`src/rtl/decoder_rr_arbiter_if.sv`:
```
// Request/grant bundle between the requesting agents and the decoder arbiter.
// master = requester side, slave = arbiter side.
interface decoder_rr_arbiter_if;
  logic [15:0] req;
  logic        en;
  logic [3:0]  s;
  logic [15:0] gnt;

  modport master (output req, input en, s, gnt);
  modport slave  (input req, output en, s, gnt);
endinterface

```
`src/rtl/decoder_rr_arbiter.sv`:
```
// Round-robin arbiter owning the 4-to-16 decoder's select path; grants are
// held while requested but capped at MAX_HOLD cycles under contention.
module decoder_rr_arbiter #(
  parameter int MAX_HOLD = 8
) (
  input  logic                 clk,
  input  logic                 rst_n,
  decoder_rr_arbiter_if.slave  bus
);

  localparam logic [7:0] HOLD_LIMIT = 8'(MAX_HOLD);

  typedef enum logic {IDLE, GRANT} state_t;

  state_t      r_state;
  logic [3:0]  r_ptr;
  logic [7:0]  r_hold_cnt;
  logic        r_en;
  logic [3:0]  r_s;
  logic [15:0] r_gnt;

  logic [3:0]  w_scan_idx [16];
  logic [15:0] w_rot;
  logic [3:0]  w_next_idx;
  logic        w_any_req;
  logic        w_holder_req;
  logic        w_others;

  // w_rot[gi] is the request seen gi+1 positions after ptr, so the lowest
  // set bit of w_rot is the round-robin winner; ptr itself is checked last.
  for (genvar gi = 0; gi < 16; gi++) begin : g_scan
    assign w_scan_idx[gi] = r_ptr + 4'(gi + 1);
    assign w_rot[gi]      = bus.req[w_scan_idx[gi]];
  end

  always_comb begin
    w_next_idx = r_ptr;
    for (int k = 15; k >= 0; k--) begin
      if (w_rot[k]) w_next_idx = w_scan_idx[k];
    end
  end

  assign w_any_req    = |bus.req;
  assign w_holder_req = bus.req[r_s];
  assign w_others     = |(bus.req & ~(16'h0001 << r_s));

  always_ff @(posedge clk or negedge rst_n) begin
    if (!rst_n) begin
      r_state    <= IDLE;
      r_ptr      <= 4'd15;
      r_hold_cnt <= 8'd0;
      r_en       <= 1'b0;
      r_s        <= 4'd0;
      r_gnt      <= 16'h0000;
    end else begin
      case (r_state)
        IDLE: begin
          if (w_any_req) begin
            r_state    <= GRANT;
            r_en       <= 1'b1;
            r_s        <= w_next_idx;
            r_gnt      <= 16'h0001 << w_next_idx;
            r_ptr      <= w_next_idx;
            r_hold_cnt <= 8'd1;
          end
        end
        GRANT: begin
          if (!w_holder_req) begin
            if (w_any_req) begin
              // Holder released while others wait: hand off with no idle gap.
              r_s        <= w_next_idx;
              r_gnt      <= 16'h0001 << w_next_idx;
              r_ptr      <= w_next_idx;
              r_hold_cnt <= 8'd1;
            end else begin
              r_state    <= IDLE;
              r_en       <= 1'b0;
              r_gnt      <= 16'h0000;
              r_hold_cnt <= 8'd0;
            end
          end else if (r_hold_cnt < HOLD_LIMIT) begin
            r_hold_cnt <= r_hold_cnt + 8'd1;
          end else if (w_others) begin
            r_s        <= w_next_idx;
            r_gnt      <= 16'h0001 << w_next_idx;
            r_ptr      <= w_next_idx;
            r_hold_cnt <= 8'd1;
          end
          // Otherwise the sole requester keeps the grant; hold_cnt saturates.
        end
        default: begin
          r_state <= IDLE;
          r_en    <= 1'b0;
          r_gnt   <= 16'h0000;
        end
      endcase
    end
  end

  assign bus.en  = r_en;
  assign bus.s   = r_s;
  assign bus.gnt = r_gnt;

endmodule

```
`src/flat_wrapper.sv`:
```
// flat-port wrapper written by rule: the top's interface ports become plain ports
module decoder_rr_arbiter_flat 
#(
  parameter int MAX_HOLD = 8
)
  (clk, rst_n, bus_req, bus_en, bus_s, bus_gnt);
  decoder_rr_arbiter_if bus_i ();
  input  logic clk;
  input  logic rst_n;
  input wire logic [$bits(bus_i.req)-1:0] bus_req;
  output wire logic [$bits(bus_i.en)-1:0] bus_en;
  output wire logic [$bits(bus_i.s)-1:0] bus_s;
  output wire logic [$bits(bus_i.gnt)-1:0] bus_gnt;
  assign bus_i.req = bus_req;
  assign bus_en = bus_i.en;
  assign bus_s = bus_i.s;
  assign bus_gnt = bus_i.gnt;
  decoder_rr_arbiter #(.MAX_HOLD(MAX_HOLD)) u_core (.clk(clk), .rst_n(rst_n), .bus(bus_i));
endmodule
```
`config.mk`:
```
export PLATFORM = sky130hd
export DESIGN_NAME = decoder_rr_arbiter_flat
export DESIGN_NICKNAME = d
export VERILOG_FILES = /design/src/rtl/decoder_rr_arbiter_if.sv /design/src/rtl/decoder_rr_arbiter.sv /design/src/flat_wrapper.sv
export SDC_FILE = /design/constraint.sdc
export NUM_CORES = 1
export LEC_CHECK = 0
export ABC_AREA = 1
export BUFFER_PORTS_ARGS = -buffer_cell sky130_fd_sc_hd__buf_2
export CORE_UTILIZATION = 39
export CTS_CLUSTER_DIAMETER = 40
export CTS_CLUSTER_SIZE = 12
export DETAILED_ROUTE_END_ITERATION = 7
export SLEW_MARGIN = 20
export SYNTH_ARGS = -nofsm -noshare
export SYNTH_HDL_FRONTEND = slang
export SYNTH_SLANG_ARGS = --single-unit
```
`constraint.sdc`:
```
create_clock -name clk -period 4.3 [get_ports clk]
set_clock_uncertainty 0.15 [all_clocks]
set_input_delay 0.645 -clock clk [delete_from_list [all_inputs] [get_ports clk]]
set_output_delay 0.645 -clock clk [all_outputs]
set_load 0.02 [all_outputs]
```
# == After elaboration in Yosys (flattened, before gate mapping) ==
# Cells that the tools add are included.
# word_totals
input_bits,18
reg_bits,34
word_cells,130
# classes
bitwise,3
n_reduce_logical,6
n_eq_ne,6
add_sub_neg,16
shifts,2
n_mux,74
order_cmp,17
# ops
operator,count
$mux 4,21
$lt 4x5->1 const B,16
$mux 16,5
$bmux 1 s4,16
$add 4x4->4 const B,8
$mux 8,4
$pmux 16 s2,1
$reduce_or 16->1,2
$shl 1x4->16 const A,2
$mux 1,22
$add 4x3->4 const B,4
$and 16x16->16,1
$not 16->16,1
$pmux 4 s2,2
$pmux 8 s2,1
$add 4x2->4 const B,2
$add 8x1->8 const B,1
$lt 8x4->1 const B,1
$ne 3x3->1 const B,2
$reduce_and 3->1,2
$add 4x1->4 const B,1
$ne 2x2->1 const B,2
$ne 4x4->1 const B,1
$pmux 1 s2,2
3 further kinds,4

# == Depth between registers and ports, before layout ==
# Gate-level depths: netlist (run 1).
# logic_depth
ltp_word,23
depth_mapped,32
depth_no_buf,31

# == Worst setup path before layout (run 1) ==
# No wires, ideal clock.
# synth_timing
path_kind,register -> register
startpoint,reg u_core.r_ptr[1]
endpoint,reg u_core.r_gnt[2] (netlist: u_core.bus.gnt[2])
path_slack_ns,1.169
synth_period_minus_slack_ns,3.131
required_ns,4.085
stages_incl_launch_ff,29
arrival_ns,2.916
n_path_buf,2
cell_sequence,dfstp_2 inv_1 buf_2 ha_1 clkbuf_1 nand3_1 nand3_1 nand2_1 nand2_1 nand2_2 a21oi_1 nand2_1 nand2_1 nand2_1 nand2_1 nand2_1 nand2_1 nand2_1 nand2_1 nand2_1 nand2_1 nand2_1 nand2_2 nand2_1 nand2_2 nand2_2 nor2_2 nand2_1 nand2_1
# synth_via
elab_chain_cells,23
elab_cells_between_ends,67
cone_classes,add/sub: 15; shift: 1; mux: 51
# synth_lines
item,line,rtl
"start, declared",decoder_rr_arbiter.sv:16,logic [3:0] r_ptr;
"start signal, assigned",decoder_rr_arbiter.sv:63,r_ptr <= w_next_idx;
"start signal, assigned",decoder_rr_arbiter.sv:73,r_ptr <= w_next_idx;
"start signal, assigned",decoder_rr_arbiter.sv:86,r_ptr <= w_next_idx;
$add 4x4->4,decoder_rr_arbiter.sv:32,assign w_scan_idx[gi] = r_ptr + 4'(gi + 1);
$bmux 1 s4,decoder_rr_arbiter.sv:33,assign w_rot[gi] = bus.req[w_scan_idx[gi]];
$mux 1 (implied by the code),decoder_rr_arbiter.sv:33,
$mux 4 (14 in a row),decoder_rr_arbiter.sv:39,if (w_rot[k]) w_next_idx = w_scan_idx[k];
$mux 4 (*),decoder_rr_arbiter.sv:39,
$shl 1x4->16 (*),"decoder_rr_arbiter.sv:62, decoder_rr_arbiter.sv:72, decoder_rr_arbiter.sv:85",
$mux 16,decoder_rr_arbiter.sv:83,end else if (w_others) begin
$mux 16,decoder_rr_arbiter.sv:81,end else if (r_hold_cnt < HOLD_LIMIT) begin
$mux 16,decoder_rr_arbiter.sv:68,if (!w_holder_req) begin
$pmux 16 s2 (*),decoder_rr_arbiter.sv:56,case (r_state)
"end signal, assigned",decoder_rr_arbiter.sv:62,r_gnt <= 16'h0001 << w_next_idx;
"end signal, assigned",decoder_rr_arbiter.sv:72,r_gnt <= 16'h0001 << w_next_idx;
"end signal, assigned",decoder_rr_arbiter.sv:85,r_gnt <= 16'h0001 << w_next_idx;
"end, declared",decoder_rr_arbiter.sv:20,logic [15:0] r_gnt;
# Mark *: on every way between the ends. The rest lies on a longest branch, timed or not. The select of a mux whose other input is x is not followed.
# A chain may end at the register's enable or synchronous reset.

# == Worst setup path after layout (run 1) ==
# layout_timing
startpoint,reg u_core.r_ptr[0]
endpoint,reg u_core.r_gnt[2] (netlist: u_core.bus.gnt[2])
# Same word-level chain as after synthesis.

==> results.txt, run 1 <==
The run finished with clean final reports. The CTS sink count is 34. In this run the most used layer during global routing was met2. The met2 demand-to-capacity share in global routing came out at between 30% and 40%. Of all nets on the critical path, the largest fanout is 19.

The global placement routability congestion came out at slightly below 1. The most numerous cell in the Yosys netlist is nand2_1. The number of buffers added by the clock tree synthesis step is 5. The number of synthesized register bits is 34. The average instance in the mapped netlist occupies between 5 and 6 um2.

The hold violation count in the final report is 0. The fraction of met3 tracks used by global routing came out at 2.90%. The area share of the largest cell type after synthesis is between 20% and 30%. Max-cap violations in this run came to 0. STA puts the critical path data required time at 4330 ps. Measured against its own limit, the worst slew margin works out to between 50% and 60%.

The fmax is 0.265 GHz. The post-route minimum period is between 3000 and 4000 ps. The number of I/O port buffers came out at 38. The net count of the mapped netlist is a little over 600. In this run the deepest clock path goes through 2 buffers.

Clock tree synthesis selected as its root buffer the cell clkbuf_8. After detailed routing, the number of remaining DRC violations is 0. The sum of negative setup slack is 0 ps. The antenna violation net count after detailed routing is 0. At the pin with the least slew margin, the transition time is between 700 and 800 ps.

The predominant post-synthesis flop cell is dfrtp_1. The core area is around 8300 um2. The post-synthesis cell count came out at between 500 and 600. The number of buffers inserted by hold repair at cts came out at 0. The depth of the CTS H-tree came out at 2.

STA classifies the critical path endpoint as a register. The first-pass GRT wire length came out at roughly 17,000 um. The class of the most critical hold timing path is in -> async. The total global routing track utilization came out at 24.3%. Yosys mapped the design onto 37 distinct sky130hd cell types.

Of all cell types, the one taking the most synthesized area is nand2_1. In this run, post-CTS repair resized a total of 0 instances. TritonCTS built the clock tree. By area the synthesized netlist is led by nand2_1 26%, dfrtp_1 22%, nand3_1 12%.

Of the available clock period, the critical path in the final layout requires roughly 88%. The half-perimeter wire length after detailed placement came out at between 7000 and 8000 um. Global routing consumed, on the met1 layer, roughly 34% of the routing resources. The repair_antennas step left the layout with diodes totalling 0. Clock latency on the worst-skew pair, taken at its later pin, is approximately 300 ps. Sequential elements use about a quarter of the synthesized area. The path depth of the worst reg2reg path is 29. The floorplan die area is roughly 9000 um2. The total grt overflow came out at 0. The number of top-level pins is 39. The startpoint type of the worst setup path is a register. The largest net degree at the start of global routing is 35.

The start-to-end type of the worst setup path is reg -> reg. The number of cell rows is 33. The most common cell type on the critical path is nand2_1. The filler cells instantiated in the layout total 912. The synthesis-to-layout area growth came out at 10.8%. The maximum single-stage delay on the critical path came out at between 500 and 600 ps.

The horizontal die dimension came out at 94.8 um. For this design, the slowest cell found on the critical path is ha_1. The total number of yosys warnings came out at 0. The synthesized netlist occupies a cell area of about 3400 um2. After detailed routing, the average wire length per cell comes to 14.2 um. The detailed-route via count came out at 3,857.

The post-detailed-route via-to-cell ratio came out at between 5 and 6. The initial antenna violation count came out at 0. The fraction of layout cells with a size suffix above 1 is ~13%. After the first detailed-routing iteration, the DRC count stood at ~230. The number of global-route vias before repair came out at 3,495. After clock tree synthesis, the setup repair step added 0 buffers. The post-synthesis async set-or-reset flop share is 100%.

After synthesis, the most frequently instantiated cells are 231 x nand2_1, 82 x nand3_1, 61 x inv_1. Setup repair after global routing left no endpoint under its margin. After clock tree synthesis, the clock-pin slew on the worst setup and hold paths is ~70 ps.

The initial standard-cell utilization of the core is between 40% and 50%. The number of enable-type register cells in the synthesized netlist is 0. The number of nets in the final layout is around 640.

STA puts the critical path data arrival time at between 3000 and 4000 ps. The first-pass iteration count of the detailed router came out at 4. The final-report setup violation count came out at 0. The routed wire length is about 10,000 um. The final count of pins violating max slew is 0. The floorplan die height came out at around 95 um.
cell type report:
class,instances,area (um2),share of cell area [%]
repair buffers,43,228,6.12
flip-flops and latches,34,856,23.0
well taps,105,131,3.53
clock buffers,6,72.6,1.95
clock inverters,2,10.0,0.269
inverters,72,270,7.26
multi-input cells,459,2150,57.9
layer usage:
| metal | vias up | wire (um) |
|---|---|---|
| li1 | 1949 | - |
| met1 | 1769 | 4910 |
| met2 | 121 | 4560 |
| met3 | 18 | 539 |
| met4 | 0 | 256 |
| met5 | - | 0 |
sequential cells by signal, summed over array words and instances (netlist names):
register           cells
u_core.r_state         1
u_core.bus.en          1
u_core.bus.gnt        16
u_core.r_hold_cnt      8
u_core.r_ptr           4
u_core.bus.s           4
cell usage in the layout (no fill, tap or decap), drive strengths merged, types with 6 or more instances in the layout:
cell type  instances
nand2            238
nand3             82
clkbuf             6
inv               70
o21ai             32
buf               43
nand4              9
dfrtp             30
nor2              28
a21oi             33
ha                 8
path summary, 6_finish.rpt:
| kind | startpoint | end | slack, ps |
|---|---|---|---|
| max reg2reg | u_core.r_ptr[0] | u_core.bus.gnt[2] | 520 |
| min in group clk | u_core.bus.gnt[6] | u_core.bus.gnt[6] | 330 |
| max in group asynchronous | rst_n | u_core.bus.gnt[1] | 3260 |
| max | u_core.r_ptr[0] | u_core.bus.gnt[2] | 520 |
| min | rst_n | u_core.r_hold_cnt[3] | 270 |
| min reg2reg | u_core.bus.gnt[6] | u_core.bus.gnt[6] | 330 |
metrics by stage:
stage	util [%]	hold WS, ps	area [um2]	cells	worst slack, ps
2_1_floorplan	-	199	3360	578	1170
3_3_place_gp	44.1	315	3640	713	607
3_5_place_dp	44.1	310	3640	713	529
4_1_cts	45.1	293	3720	721	517
5_1_grt	45.1	328	3720	721	34.4
6_report	45.1	267	3720	721	521
cells by family (layout without fill, tap and decap cells):
group | count (synthesis) | in the layout | synth area share (%)
AND/OR/NAND/NOR | 366 | 366 | 46.1
buffers and inverters | 85 | 123 | 10.4
AO/OA/AOI/OAI | 80 | 80 | 13.3
flip-flops | 34 | 34 | 25.5
adder cells (fa/ha/maj) | 8 | 8 | 2.98
XOR/XNOR | 5 | 5 | 1.75
worst max-delay path, delay by kind of cell (launching register included):
kind                       cells  cell delay, ps
and+or+nand+nor               25            1900
adders and majority gates      1             560
DFF                            1             540
buffers and inverters          3             510
Power of run 1 is not shown: default switching activity piles up to over one toggle a cycle in this logic, so the estimate is an artifact.
==> run 2: changes to the inputs <==
- CAP_MARGIN: default -> 20
- clock period: 4.3 -> 4.8 ns (I/O delays scaled with it)
==> run 2 against run 1 <==
- non-clock buffer count decreased by 3
- die area unchanged
- via count decreased by 2.0%
- routed wire length decreased by 1.9%
- flip-flop and latch count unchanged
- register-to-register slack improved by 180 ps
- worst setup slack improved by 180 ps
- clock-buffer cell count increased by 1
- critical path depth increased by 1
- hold slack improved by 57 ps
- cell area about the same
- final cell count decreased by 0.42%
- critical endpoint is now u_core.bus.gnt[0]
- largest cell class unchanged
==> results.txt, run 2 (synthesis results as in run 1) <==
The flow ran to the end, and the final reports show no timing, DRC or antenna violations. The data arrival time of the worst path came to 4120 ps (+310 ps). The global routing stage identified its most utilized layer as met2.

The number of antenna repair diodes came out at 0 (unchanged). The required time of the critical path was 4830 ps (+500 ps). The number of buffers inserted by hold repair at cts came out at 0 (unchanged). The post-route DRC violation count came out at 0 (unchanged).

The number of top-level pins came out at 39 (unchanged). The number of instances on the worst hold path is 2. The floorplan die area is 8990 um2 (unchanged).

The ratio of final minimum period to clock period came out at 85.3% (-2.6 points). The antenna violation net count after detailed routing was 0 (unchanged). The maximum clock insertion buffer count is 2 (unchanged). The launch point of the worst hold path is u_core.bus.gnt[10]. The detailed-route via count is 3,779 (-2.0%). The post-route minimum period is 4090 ps (+315 ps). The global-route met1 utilization came out at 33.1% (-1.2 points).

The maximum fanout count along the critical path is 17 (-2). The min-delay analysis places its worst path in the category reg -> reg. The transition at the pin with the smallest max-transition slack is 749 ps (+1.46 ps). The fraction of met3 tracks used by global routing is 3.86% (+0.97 points). The met2 demand-to-capacity share in global routing is 40.5% (+2.0 points).

The horizontal die dimension is 94.8 um (unchanged). The number of global-route vias before repair came out at 3,477 (-0.52%). The post-CTS setup buffer count is 0 (unchanged).

In the layout the commonest cells are 231 x nand2_1, 82 x nand3_1, 61 x inv_1. In this run the critical register-to-register path is launched from u_core.r_ptr[1]. The initial standard-cell utilization of the core is 40.7% (unchanged).

The CTS sink count is 34 (unchanged). The leading cell type in the layout, fill and taps excluded is nand2_1. The number of nets in the final layout is 638 (-0.47%). The floorplan die height is 94.8 um (unchanged). The half-perimeter wire length after detailed placement is 7820 um (-0.73%). The number of max-cap violations was 0 (unchanged).

The wire length per cell after detailed routing came out at 14.0 um (-1.5%). Setup repair after global routing left no endpoint under its margin. The number of cell rows came to 33 (unchanged).

The worst setup path is launched from a register. The highest-delay cell along the critical path is dfstp_2. The core area is 8260 um2 (unchanged).

The initial antenna violation count is 0 (unchanged). In this run the critical register-to-register path is captured at u_core.bus.gnt[0]. The post-detailed-route via-to-cell ratio came out at 5.26 (-1.6%). The path depth of the worst reg2reg path is 30 (+3.4%).

The clock latency at the later pin of the worst-skew pair came out at 280 ps (-20 ps). The routed wire length is 10,100 um (-1.9%). The total grt overflow came out at 0 (unchanged). The number of I/O port buffers came out at 38 (unchanged). The hold violation count in the final report was 0 (unchanged). The clock tree root driver cell is clkbuf_8. For hold timing, the worst endpoint is u_core.bus.gnt[10]. The first-pass iteration count of the detailed router came out at 6 (+2). The remaining max-slew budget at the tightest pin came to 50.1% (-0.097 points). The clock input transition at the sequential cells of the worst setup and hold paths is 70 ps (about the same). The flop-to-flop setup slack was 710 ps (+180 ps). The maximum single-stage delay on the critical path is 740 ps (+180 ps).

The flip-flop count of the largest register, all copies and words added is 16 (unchanged). The initial detailed-routing violation count is 248 (+6.9%). The category of the worst setup path capture point is a register.

The largest net degree at the start of global routing came out at 35 (unchanged). The final-report setup violation count is 0 (unchanged). The fraction of layout cells with a size suffix above 1 is 12.2% (-0.59 points). The global placement routability congestion came out at 0.979 (+1.5%).

The number of filler cells placed in the layout came out at 913 (+0.11%). The number of buffers added by the clock tree synthesis step is 5 (unchanged). The synthesis-to-layout area growth came out at 10.8% (about the same).

TritonCTS built the clock tree. The sum of negative setup slack is 0 ps (unchanged). The most common cell type on the critical path is nand2_1.

The final count of pins violating max slew came out at 0 (unchanged). The quantity of gates resized following cts came out at 0 (unchanged). By startpoint and endpoint, the worst setup path is classified as reg -> reg.

The depth of the CTS H-tree was 2 (unchanged). The fmax is 0.244 GHz (-7.7%). The total global routing track utilization came to 24.7% (+0.42 points). The first-pass GRT wire length is 17,200 um (+0.77%).
[run 2: area by class of cell]
cell class,count,area [um2],share of cell area (%)
Clock buffer,7,76.3,2.05
Clock inverter,1,30.0,0.806
Inverter,72,270,7.26
Multi-Input combinational cell,459,2150,57.9
Sequential cell,34,856,23.0
Tap cell,105,131,3.53
Timing Repair Buffer,40,205,5.51
[run 2: stage by stage]
step	cell area, um2	hold WS (ps)	cells	setup slack, ps	utilization (%)
after global placement	3620	313	710	815	43.8
after global routing	3720	359	718	225	45.1
final	3720	324	718	706	45.1
after detailed placement	3620	310	710	753	43.8
after CTS	3720	333	718	738	45.1
after floorplan	3360	274	578	1670	-
[run 2: worst max-delay path by stage]
stage	start	endpoint	depth (start not counted)
after detailed placement	u_core.r_ptr[1]	u_core.bus.gnt[0]	30
after CTS	u_core.r_ptr[1]	u_core.bus.gnt[0]	30
final	u_core.r_ptr[1]	u_core.bus.gnt[0]	30
after global placement	u_core.r_ptr[1]	u_core.bus.gnt[0]	30
after global routing	u_core.r_ptr[1]	u_core.bus.gnt[0]	30
after floorplan	u_core.r_ptr[1]	u_core.bus.gnt[2]	28
[run 2: layer usage]
metal / wire length (um) / share of wire [%]
met5: 0 / 0
met4: 223 / 2.2
met3: 611 / 6.1
met2: 4560 / 45
met1: 4680 / 46
[run 2: worst max-delay path: cells and delay by family, from the launching register on]
kind	cells	cell delay [ps]
AND/OR/NAND/NOR	24	1880
flip-flops	1	740
buffers and inverters	5	670
adder cells (fa/ha/maj)	1	520
Power of run 2 is left out for the same reason.
